[config.mk]
export PLATFORM = sky130hd
export DESIGN_NAME = inst_fetch_flat
export DESIGN_NICKNAME = d
export VERILOG_FILES = /design/src/rtl/inst_fetch_pkg.sv /design/src/rtl/inst_fetch_if.sv /design/src/rtl/inst_fetch.sv /design/src/flat_wrapper.sv
export SDC_FILE = /design/constraint.sdc
export NUM_CORES = 1
export LEC_CHECK = 0
export BUFFER_PORTS_ARGS = -buffer_cell sky130_fd_sc_hd__buf_2
export CORE_MARGIN = 1.5
export CORE_UTILIZATION = 30
export CTS_BUF_LIST = sky130_fd_sc_hd__clkbuf_4
export CTS_CLUSTER_SIZE = 20
export DETAILED_ROUTE_END_ITERATION = 10
export GPL_ROUTABILITY_DRIVEN = 0
export SLEW_MARGIN = 0
export SYNTH_ARGS = -nofsm -noshare
export SYNTH_HDL_FRONTEND = slang
export SYNTH_SLANG_ARGS = --single-unit
export TNS_END_PERCENT = 1
[constraint.sdc]
create_clock -name clk -period 3 [get_ports clk]
set_input_delay 0.6 -clock clk [delete_from_list [all_inputs] [get_ports clk]]
set_output_delay 0.6 -clock clk [all_outputs]
set_load 0.05 [all_outputs]
[src/rtl/inst_fetch_pkg.sv]
// Shared types and constants for the instruction fetch stage.
package fetch_pkg;

  localparam int COMMON_WIDTH = 32;

  typedef enum logic [1:0] {
    FETCH        = 2'd0,
    WAIT         = 2'd1,
    WAIT_RESOLVE = 2'd2
  } fetch_state_t;

  localparam logic [COMMON_WIDTH-1:0] INST_BYTES     = 32'd4;
  localparam logic [COMMON_WIDTH-1:0] FETCH_NOP_INST = 32'h0000_0000;

endpackage

[src/rtl/inst_fetch_if.sv]
// Memory-request and decoder-facing signals of the fetch stage, bundled as one interface.
interface inst_fetch_if;
  import fetch_pkg::*;

  logic                    mem_req;
  logic [COMMON_WIDTH-1:0] mem_addr;
  logic                    mem_ready;
  logic                    mem_rvalid;
  logic [COMMON_WIDTH-1:0] mem_rdata;

  logic [COMMON_WIDTH-1:0] inst;
  logic [COMMON_WIDTH-1:0] pc_addr;
  logic                    inst_valid;
  logic                    dec_ready;
  logic                    stall_in;
  logic                    resolve_valid;
  logic [COMMON_WIDTH-1:0] resolve_addr;

  modport master (
    output mem_req, mem_addr, inst, pc_addr, inst_valid,
    input  mem_ready, mem_rvalid, mem_rdata, dec_ready, stall_in,
           resolve_valid, resolve_addr
  );

  modport slave (
    input  mem_req, mem_addr, inst, pc_addr, inst_valid,
    output mem_ready, mem_rvalid, mem_rdata, dec_ready, stall_in,
           resolve_valid, resolve_addr
  );

endinterface

[src/rtl/inst_fetch.sv]
// Instruction fetch: owns the PC, issues one memory request at a time and
// presents returned words to the decoder, halting on jumps until resolved.
module inst_fetch
  import fetch_pkg::*;
#(
  parameter logic [COMMON_WIDTH-1:0] RESET_PC = 32'h0000_0000
) (
  input logic          clk,
  input logic          rst,
  inst_fetch_if.master bus
);

  fetch_state_t            state_r, state_nxt_s;
  logic [COMMON_WIDTH-1:0] pc_r, pc_nxt_s;
  logic                    kill_r, kill_nxt_s;
  logic [COMMON_WIDTH-1:0] inst_r, inst_nxt_s;
  logic [COMMON_WIDTH-1:0] pc_addr_r, pc_addr_nxt_s;
  logic                    inst_valid_r, inst_valid_nxt_s;

  logic consume_s;
  logic slot_free_s;
  logic mem_req_s;

  assign consume_s   = inst_valid_r & bus.dec_ready;
  assign slot_free_s = ~inst_valid_r | (consume_s & ~bus.stall_in);
  assign mem_req_s   = ~rst & (state_r == FETCH) & slot_free_s & ~bus.resolve_valid;

  assign bus.mem_req    = mem_req_s;
  assign bus.mem_addr   = pc_r;
  assign bus.inst       = inst_r;
  assign bus.pc_addr    = pc_addr_r;
  assign bus.inst_valid = inst_valid_r;

  // Next-state logic: redirect beats everything, then response load, then jump halt.
  always_comb begin
    state_nxt_s      = state_r;
    pc_nxt_s         = pc_r;
    kill_nxt_s       = kill_r;
    inst_nxt_s       = inst_r;
    pc_addr_nxt_s    = pc_addr_r;
    inst_valid_nxt_s = inst_valid_r;

    if (bus.resolve_valid) begin
      pc_nxt_s         = bus.resolve_addr;
      inst_valid_nxt_s = 1'b0;
      inst_nxt_s       = FETCH_NOP_INST;
      // A request still in flight must have its response swallowed later.
      if ((state_r == WAIT) && !bus.mem_rvalid) begin
        state_nxt_s = WAIT;
        kill_nxt_s  = 1'b1;
      end else begin
        state_nxt_s = FETCH;
        kill_nxt_s  = 1'b0;
      end
    end else begin
      if (consume_s) begin
        inst_valid_nxt_s = 1'b0;
        inst_nxt_s       = FETCH_NOP_INST;
      end else begin
        inst_valid_nxt_s = inst_valid_r;
      end

      case (state_r)
        FETCH: begin
          if (mem_req_s && bus.mem_ready) begin
            state_nxt_s = WAIT;
          end else begin
            state_nxt_s = FETCH;
          end
        end
        WAIT: begin
          if (bus.mem_rvalid) begin
            if (kill_r) begin
              kill_nxt_s = 1'b0;
            end else begin
              inst_nxt_s       = bus.mem_rdata;
              pc_addr_nxt_s    = pc_r;
              inst_valid_nxt_s = 1'b1;
              pc_nxt_s         = pc_r + INST_BYTES;
            end
            state_nxt_s = FETCH;
          end else begin
            state_nxt_s = WAIT;
          end
        end
        WAIT_RESOLVE: begin
          state_nxt_s = WAIT_RESOLVE;
        end
        default: begin
          state_nxt_s = FETCH;
        end
      endcase

      if (consume_s && bus.stall_in) begin
        state_nxt_s = WAIT_RESOLVE;
      end else begin
        state_nxt_s = state_nxt_s;
      end
    end
  end

  // State, PC, kill flag and decoder-facing output registers.
  always_ff @(posedge clk) begin
    if (rst) begin
      state_r      <= FETCH;
      pc_r         <= RESET_PC;
      kill_r       <= 1'b0;
      inst_r       <= FETCH_NOP_INST;
      pc_addr_r    <= 32'h0000_0000;
      inst_valid_r <= 1'b0;
    end else begin
      state_r      <= state_nxt_s;
      pc_r         <= pc_nxt_s;
      kill_r       <= kill_nxt_s;
      inst_r       <= inst_nxt_s;
      pc_addr_r    <= pc_addr_nxt_s;
      inst_valid_r <= inst_valid_nxt_s;
    end
  end

endmodule
[src/flat_wrapper.sv]
// flat-port wrapper written by rule: the top's interface ports become plain ports
module inst_fetch_flat import fetch_pkg::*;
#(
  parameter logic [COMMON_WIDTH-1:0] RESET_PC = 32'h0000_0000
)
  (clk, rst, bus_mem_req, bus_mem_addr, bus_inst, bus_pc_addr, bus_inst_valid, bus_mem_ready, bus_mem_rvalid, bus_mem_rdata, bus_dec_ready, bus_stall_in, bus_resolve_valid, bus_resolve_addr);
  inst_fetch_if bus_i ();
  input logic clk;
  input logic rst;
  output wire logic [$bits(bus_i.mem_req)-1:0] bus_mem_req;
  output wire logic [$bits(bus_i.mem_addr)-1:0] bus_mem_addr;
  output wire logic [$bits(bus_i.inst)-1:0] bus_inst;
  output wire logic [$bits(bus_i.pc_addr)-1:0] bus_pc_addr;
  output wire logic [$bits(bus_i.inst_valid)-1:0] bus_inst_valid;
  input wire logic [$bits(bus_i.mem_ready)-1:0] bus_mem_ready;
  input wire logic [$bits(bus_i.mem_rvalid)-1:0] bus_mem_rvalid;
  input wire logic [$bits(bus_i.mem_rdata)-1:0] bus_mem_rdata;
  input wire logic [$bits(bus_i.dec_ready)-1:0] bus_dec_ready;
  input wire logic [$bits(bus_i.stall_in)-1:0] bus_stall_in;
  input wire logic [$bits(bus_i.resolve_valid)-1:0] bus_resolve_valid;
  input wire logic [$bits(bus_i.resolve_addr)-1:0] bus_resolve_addr;
  assign bus_mem_req = bus_i.mem_req;
  assign bus_mem_addr = bus_i.mem_addr;
  assign bus_inst = bus_i.inst;
  assign bus_pc_addr = bus_i.pc_addr;
  assign bus_inst_valid = bus_i.inst_valid;
  assign bus_i.mem_ready = bus_mem_ready;
  assign bus_i.mem_rvalid = bus_mem_rvalid;
  assign bus_i.mem_rdata = bus_mem_rdata;
  assign bus_i.dec_ready = bus_dec_ready;
  assign bus_i.stall_in = bus_stall_in;
  assign bus_i.resolve_valid = bus_resolve_valid;
  assign bus_i.resolve_addr = bus_resolve_addr;
  inst_fetch #(.RESET_PC(RESET_PC)) u_core (.clk(clk), .rst(rst), .bus(bus_i));
endmodule
# Word-level counts from Yosys, hierarchy flattened
# Index checks and enable logic that the tools add are counted.
# op_classes
add_sub_neg	1
n_eq_ne	3
mux	22
bitwise_logic	11
reduce_logical	11
# ops
operator	count
32-bit two-way mux	8
32-bit by 3-bit adder with 32-bit output (second input constant)	1
1-bit two-way mux	11
2-bit one-hot mux with 3 select lines	1
1-bit AND	5
1-bit NOT	5
2-bit two-way mux	2
4-bit AND reduction	1
2-bit nonzero test	2
1-bit logical AND	3
3-bit AND reduction	1
2-bit by 1-bit equality test with 1-bit output (second input constant)	1
2-bit equality test (second input constant)	1
2-bit logical NOT	1
2-bit inequality test (second input constant)	1
2-bit AND reduction	1
2-bit OR reduction	1
1-bit logical NOT	1
1-bit OR	1
# totals
ff_bits	100
in_bits	71
out_inout_bits	98
elab_cells	54

# Logic depth before layout (Yosys ltp)
# Gate-level depths: netlist of the first run.
# logic_depth
ltp_word	10
ltp_mapped	7
depth_no_buf	5

# Worst setup path before layout of the first run
# OpenSTA, ideal clock, no wires.
# synth_timing
kind	input port to output port
startpoint	in bus_resolve_valid
endpoint	out bus_mem_req
arrival_ns	3.640
required_time_ns	2.400
path_slack_ns	-1.240
path_stages	3
cell_sequence	or2_2 -> clkbuf_1 -> a2111oi_0
# synth_via
elab_chain_cells	2
# synth_lines
item	line	text
start: declaration	flat_wrapper.sv:20	input wire logic [$bits(bus_i.resolve_valid)-1:0] bus_resolve_valid;
1-bit NOT (no line)	--	
1-bit AND	inst_fetch.sv:26	assign mem_req_s = ~rst & (state_r == FETCH) & slot_free_s & ~bus.resolve_valid;
end: declaration	flat_wrapper.sv:10	output wire logic [$bits(bus_i.mem_req)-1:0] bus_mem_req;
# Every way passes these cells.

# Final worst setup path of the first run
# layout_timing
startpoint	reg u_core.pc_r[2] (netlist: u_core.bus.mem_addr[2])
endpoint	reg u_core.pc_r[28] (netlist: u_core.bus.mem_addr[28])
# layout_via
elab_chain_cells	5
# layout_lines
item	line	text
start: declaration	inst_fetch.sv:14	logic [COMMON_WIDTH-1:0] pc_r, pc_nxt_s;
start signal: assignment	inst_fetch.sv:113	pc_r <= pc_nxt_s;
32-bit by 3-bit adder with 32-bit output	inst_fetch.sv:79	pc_nxt_s = pc_r + INST_BYTES;
32-bit two-way mux	inst_fetch.sv:73	if (kill_r) begin
32-bit two-way mux	inst_fetch.sv:72	if (bus.mem_rvalid) begin
32-bit two-way mux	inst_fetch.sv:63	case (state_r)
32-bit two-way mux	inst_fetch.sv:43	if (bus.resolve_valid) begin
# Every way passes these cells. The select of a mux whose other input is x is not followed.
# A chain may end at the register's enable or synchronous reset.

==> results.cfg, run 1 <==
[floorplanning]
coreArea_um2 = 13900
start_util = 0.308
fp.dieH_um = 122
fp.dieW_um = 122
ios = 169
dieArea_um2 = 15000
rows = 43

[setup_path]
critPathKind = flip-flop to flip-flop
reg2reg_from = u_core.bus.mem_addr[2]
start_kind = flip-flop
reg2regPathDepth = 5
end_kind = flip-flop
cp.arrival_ns = 2.85
crit_start = u_core.bus.mem_addr[2]
crit_end = u_core.bus.mem_addr[28]
reg2reg_slack_ns = 0.53
crit_fanout = 18
cp.required_ns = 3.39
r2r_end = u_core.bus.mem_addr[28]

[clock_tree]
cts_root_buf = clkbuf_4
cts_buffers = 9
holdBufCountCts = 0
cts_tree = built
clock_path_buffers = 2
cts_resized = 0
clkTransAtPathRegs_ns = 0.14
clock-sinks = 100
post_cts_buffers = 0
htree_num_levels = 3
clock_latency_ns = 0.48

[route]
drtPass1Iterations = 4
vias = 4500
vias_per_cell = 5.17
drt-initial-drc-count = 164
antenna_left = 0
drc = 0
drt-total-wl_um = 13100
routedWlPerCell_um = 15.0

[hold_path]
hold_class = input pin to flip-flop
hp-start = bus_mem_rdata[23]

[grt]
grt_pass1_vias = 4148
grt_max_degree = 68
grt_pass1_wl_um = 20600
antenna_found_initial = 0
grt_usage = 0.174
grt_overflow_total = 0

[layout]
drive_gt1_frac = 0.288
area_delta_synth_final_pct = 25.5
nets = 759
final_area_um2 = 5370
fillers = 1476
antennaDiodeCount = 0

[synth]
synth.distinct_cells = 43
syn_inst = 542
synth_edf_count = 0
yosys_warnings = 0
avgSynthCellArea_um2 = 7.90
syn_area_um2 = 4280
synth-seq-cells = 100
synth.largest_area_cell = dfxtp_1
yosysTopAreaCellShare = 0.468
async_flop_share = 0
synth_nets = 614
synthMostInstantiatedCell = nand2_1
yosys-top-cells-count = 116 x nand2_1, 100 x dfxtp_1, 70 x a21oi_1, 43 x nand3_1, 38 x clkbuf_1
ys_seq_area_frac = 0.468
yosys-top-cells-area = dfxtp_1 47%, nand2_1 10%, a21oi_1 8.2%, nand3_1 5.0%, clkbuf_1 3.3%
synth_flop_cell = dfxtp_1

[sta]
relSlewSlack = 0.266
min_period_over_period = 0.822
worst_slew_pin_slew_ns = 1.10
drv_slew = 0
max_clock_freq_mhz = 406
skew_ns = 0.0173
hold_violations = 0
grt_setup_unrepaired = false
final.min_clock_period_ns = 2.47
fin_tns_setup_ns = 0
setup_viol = 0

[placed_design]
placed_area_um2 = 5280
numPortBuffers = 168
dpl.hpwl_um = 9130

[outcome]
run_status = complete, no violations

[pwr]
irDropWorstVdd_mv = 0.169
leakage_nw = 2.13
powerDensity_nw_per_um2 = 438

[job]
drv_cap = 0
cells by family (layout without fill, tap and decap cells):
group | count (synthesis) | count (layout) | share of synthesized area
buffers and inverters | 53 | 201 | 0.0488
DFF | 100 | 100 | 0.468
and+or+nand+nor | 254 | 254 | 0.279
adders and majority gates | 1 | 1 | 0.00292
xor gates and xnor gates | 8 | 8 | 0.0164
muxes | 3 | 3 | 0.00702
AOI/OAI and AO/OA | 123 | 123 | 0.178
critical path, stage by stage (launching register included):
cell and delay [ns]:
dfxtp_1 0.44, ha_1 0.27, nand2_1 0.07, or4_1 0.80
or4_1 0.57, a311oi_1 0.25
through the flow:
stage | hold WS, ns | worst slack (ns) | instances | util | power [W]
after CTS | 0.291 | 0.551 | 870 | 0.387 | 0.00240
after global routing | 0.309 | 0.347 | 870 | 0.387 | 0.00248
after floorplan | 0.485 | 0.178 | 542 | - | 0.00166
after detailed placement | 0.443 | 0.376 | 856 | 0.380 | 0.00179
after global placement | 0.438 | 0.438 | 856 | 0.380 | 0.00178
final | 0.350 | 0.534 | 870 | 0.387 | 0.00235
state kept, by name, summed over array words and instances (netlist names):
register	count
u_core.bus.mem_addr	32
u_core.bus.inst_valid	1
u_core.kill_r	1
u_core.bus.inst	32
u_core.bus.pc_addr	32
u_core.state_r	2
cell usage in the layout (no fill, tap or decap), types with 4 or more instances in the layout:
master    netlist  layout
buf_2           2     168
nand2_1       116     116
dfxtp_1       100     100
a21oi_1        70      70
nand3_1        43      43
nor2_1         37      36
or4_1          14      14
a311oi_1       14      14
nand4_1        11      11
clkbuf_4        0      10
buf_4           0      10
a211oi_1        9       9
o31ai_1         8       8
o21ai_0         8       8
inv_1           7       7
and4_1          5       5
nor4_1          5       5
xnor2_1         5       5
nor3_1          5       5
or3_1           4       4
layer usage:
layer  global-route usage  part of all wire
met5                    0                 0
met4               0.0712             0.024
met3               0.0599             0.087
met2                0.276              0.48
met1                0.215              0.41
report_power, final:
| group | total (W) | switching, W | internal (W) |
|---|---|---|---|
| Sequential | 0.00142 | 0.0000564 | 0.00136 |
| Combinational | 0.000338 | 0.000235 | 0.000103 |
| Clock | 0.000597 | 0.000432 | 0.000165 |
area by class of cell:
cell class | count | area (um^2) | share of cell area
repair buffers | 179 | 936 | 0.174
well taps | 180 | 225 | 0.0419
clock buffers | 10 | 75.1 | 0.0140
clock inverters | 4 | 18.8 | 0.00349
multi-input cells | 389 | 2080 | 0.388
inverters | 8 | 30.0 | 0.00559
flip-flops and latches | 100 | 2000 | 0.373
worst min path at each step:
| stage | to | slack, ns | depth (start not counted) |
|---|---|---|---|
| final | u_core.bus.inst[23] | 0.35 | 3 |
| after global routing | u_core.bus.inst[14] | 0.31 | 3 |
| after CTS | u_core.bus.inst[7] | 0.29 | 3 |
| after global placement | u_core.bus.pc_addr[15] | 0.44 | 2 |
| after floorplan | u_core.kill_r | 0.49 | 2 |
| after detailed placement | u_core.bus.pc_addr[13] | 0.44 | 2 |
Note: power is estimated with default switching activity, not from simulation.
==> run 2, diff against run 1 <==
- clock period: 3 -> 2.3 ns (I/O delays scaled with it)
==> run 2 against run 1 <==
  * Critical endpoint unchanged
  * Clock power rose by 40%
  * Clock-buffer cell count rose by 1
  * Core utilization rose by 1.5 points
  * Sequential power rose by 29%
==> results.cfg, run 2 (synthesized netlist as in run 1, its figures left out) <==
[floorplanning]
coreArea_um2 = 13900
fp.dieH_um = 122
start_util = 0.308
ios = 169
rows = 43
fp.dieW_um = 122
dieArea_um2 = 15000

[setup_path]
crit_path_max_incr_delay_ns = 0.52
critical-path-top-delay-family = simple AND/OR/NAND/NOR gates
crit_chain = ha_2 > nand2_1 > or4_1 > buf_4 > or4_1 > a311oi_2
crit_buf_inv = 1
end_kind = flip-flop
reg2reg_slack_ns = 0.08
critPathKind = flip-flop to flip-flop
cp_slowest_cell = or4_1
cp.required_ns = 2.70
crit_fanout = 18
start_kind = flip-flop
cpMostUsedCell = or4_1
cp.arrival_ns = 2.62

[sta]
setup_viol = 0
skew_ns = 0.0114
setup_ws_ns = 0.0814
drv_slew = 0
max_clock_freq_mhz = 451
worst_slew_pin_slew_ns = 0.746
relSlewSlack = 0.503
hold_violations = 0
final.min_clock_period_ns = 2.22
grt_setup_unrepaired = false
min_period_over_period = 0.965

[layout]
fillers = 1514
layout_common_cells = 168 x buf_2, 116 x nand2_1, 100 x dfxtp_1
layout_commonest_cell = buf_2
fin_util = 0.402
area_delta_synth_final_pct = 30.5
nets = 783
drive_gt1_frac = 0.318

[clock_tree]
cts_tree = built
cts_root_buf = clkbuf_4
clock_path_buffers = 2
clock-sinks = 100
clkTransAtPathRegs_ns = 0.15
htree_num_levels = 3
cts_buffers = 9
clock_latency_ns = 0.48

[grt]
grt.busiest_layer = met2
grt_pass1_wl_um = 21300
grt_max_degree = 68
grt_pass1_vias = 4225
antenna_found_initial = 2
grt_use_met3 = 0.0669
met2_usage = 0.286
grtUsageMet1 = 0.227
grt_usage = 0.181
grt_overflow_total = 0

[route]
routedWlPerCell_um = 14.8
drt-initial-drc-count = 197
drt-total-wl_um = 13300
drtPass1Iterations = 4
vias = 4517
antenna_left = 0
vias_per_cell = 5.04
drc = 0

[pwr]
p_comb_frac = 0.157
internal_power_w = 0.00218
irDropWorstVdd_mv = 0.336
seqPwrFrac = 0.578
switching_share = 0.310
leakage_nw = 2.25
powerDensity_nw_per_um2 = 566
p_clk_frac = 0.265
p_sw_w = 0.000980

[placed_design]
pre_cts_ws_ns = -0.0707
numPortBuffers = 168
dpl.hpwl_um = 9520

[outcome]
run_status = complete, no violations

[job]
drv_cap = 0

[hold_path]
hold_class = input pin to flip-flop
-- run 2: cell count changes in the layout (fill, tap and decap cells not counted), sizes merged --
cell      before  now
clkbuf        10   11
clkinvlp       0    2
buf          179  203
diode          0    1
clkinv         5    4
-- run 2: cell type report --
class / count / area (um^2) / share of cell area
clock buffers: 11 / 82.6 / 0.0148
flip-flops and latches: 100 / 2000 / 0.359
diodes: 1 / 2.50 / 0.000448
inverters: 8 / 30.0 / 0.00538
repair buffers: 203 / 1100 / 0.198
multi-input cells: 389 / 2110 / 0.378
well taps: 180 / 225 / 0.0403
clock inverters: 5 / 28.8 / 0.00515
-- run 2: repair_timing --
item,CTS,global route
hold buffers,0,0
resized for setup,0,3
buffers inserted,0,0
endpoints found under the setup margin,0,3
-- run 2: final timing paths --
check | startpoint | end | cells after the start
worst min register to register | u_core.bus.pc_addr[18] | u_core.bus.pc_addr[18] | 2
worst max register to register | u_core.bus.mem_addr[2] | u_core.bus.mem_addr[28] | 6
worst min-delay path | bus_mem_rdata[14] | u_core.bus.inst[14] | 3
worst max-delay path | u_core.bus.mem_addr[2] | u_core.bus.mem_addr[28] | 6
-- run 2: metal layers --
| layer | vias to the layer above | wire [um] |
|---|---|---|
| li1 | 2265 | - |
| met1 | 2082 | 5850 |
| met3 | 18 | 1120 |
| met4 | 2 | 237 |
| met5 | - | 13 |
| met2 | 150 | 6040 |
-- run 2: power by group through the flow --
stage / registers, W / logic (W) / clock network (W)
5_1_grt: 0.00184 / 0.000537 / 0.000946
6_report: 0.00183 / 0.000497 / 0.000836
4_1_cts: 0.00183 / 0.000498 / 0.000878
3_3_place_gp: 0.00186 / 0.000490 / 0
3_5_place_dp: 0.00186 / 0.000497 / 0
2_1_floorplan: 0.00201 / 0.000153 / 0
-- run 2: worst min-delay path, cell delays in order --
cell and delay (ns):
buf_2 0.10, nand2_1 0.04, a21oi_1 0.05
-- run 2: through the flow --
| stage | cell area, um^2 | instances | total power, W | setup TNS [ns] | hold WS, ns |
|---|---|---|---|---|---|
| 4_1_cts | 5570 | 896 | 0.00320 | 0 | 0.164 |
| 2_1_floorplan | 4300 | 542 | 0.00217 | -1.08 | 0.485 |
| 3_5_place_dp | 5460 | 880 | 0.00236 | -0.147 | 0.447 |
| 3_3_place_gp | 5460 | 880 | 0.00235 | 0 | 0.438 |
| 5_1_grt | 5580 | 896 | 0.00332 | 0 | 0.162 |
| 6_report | 5580 | 897 | 0.00316 | 0 | 0.196 |
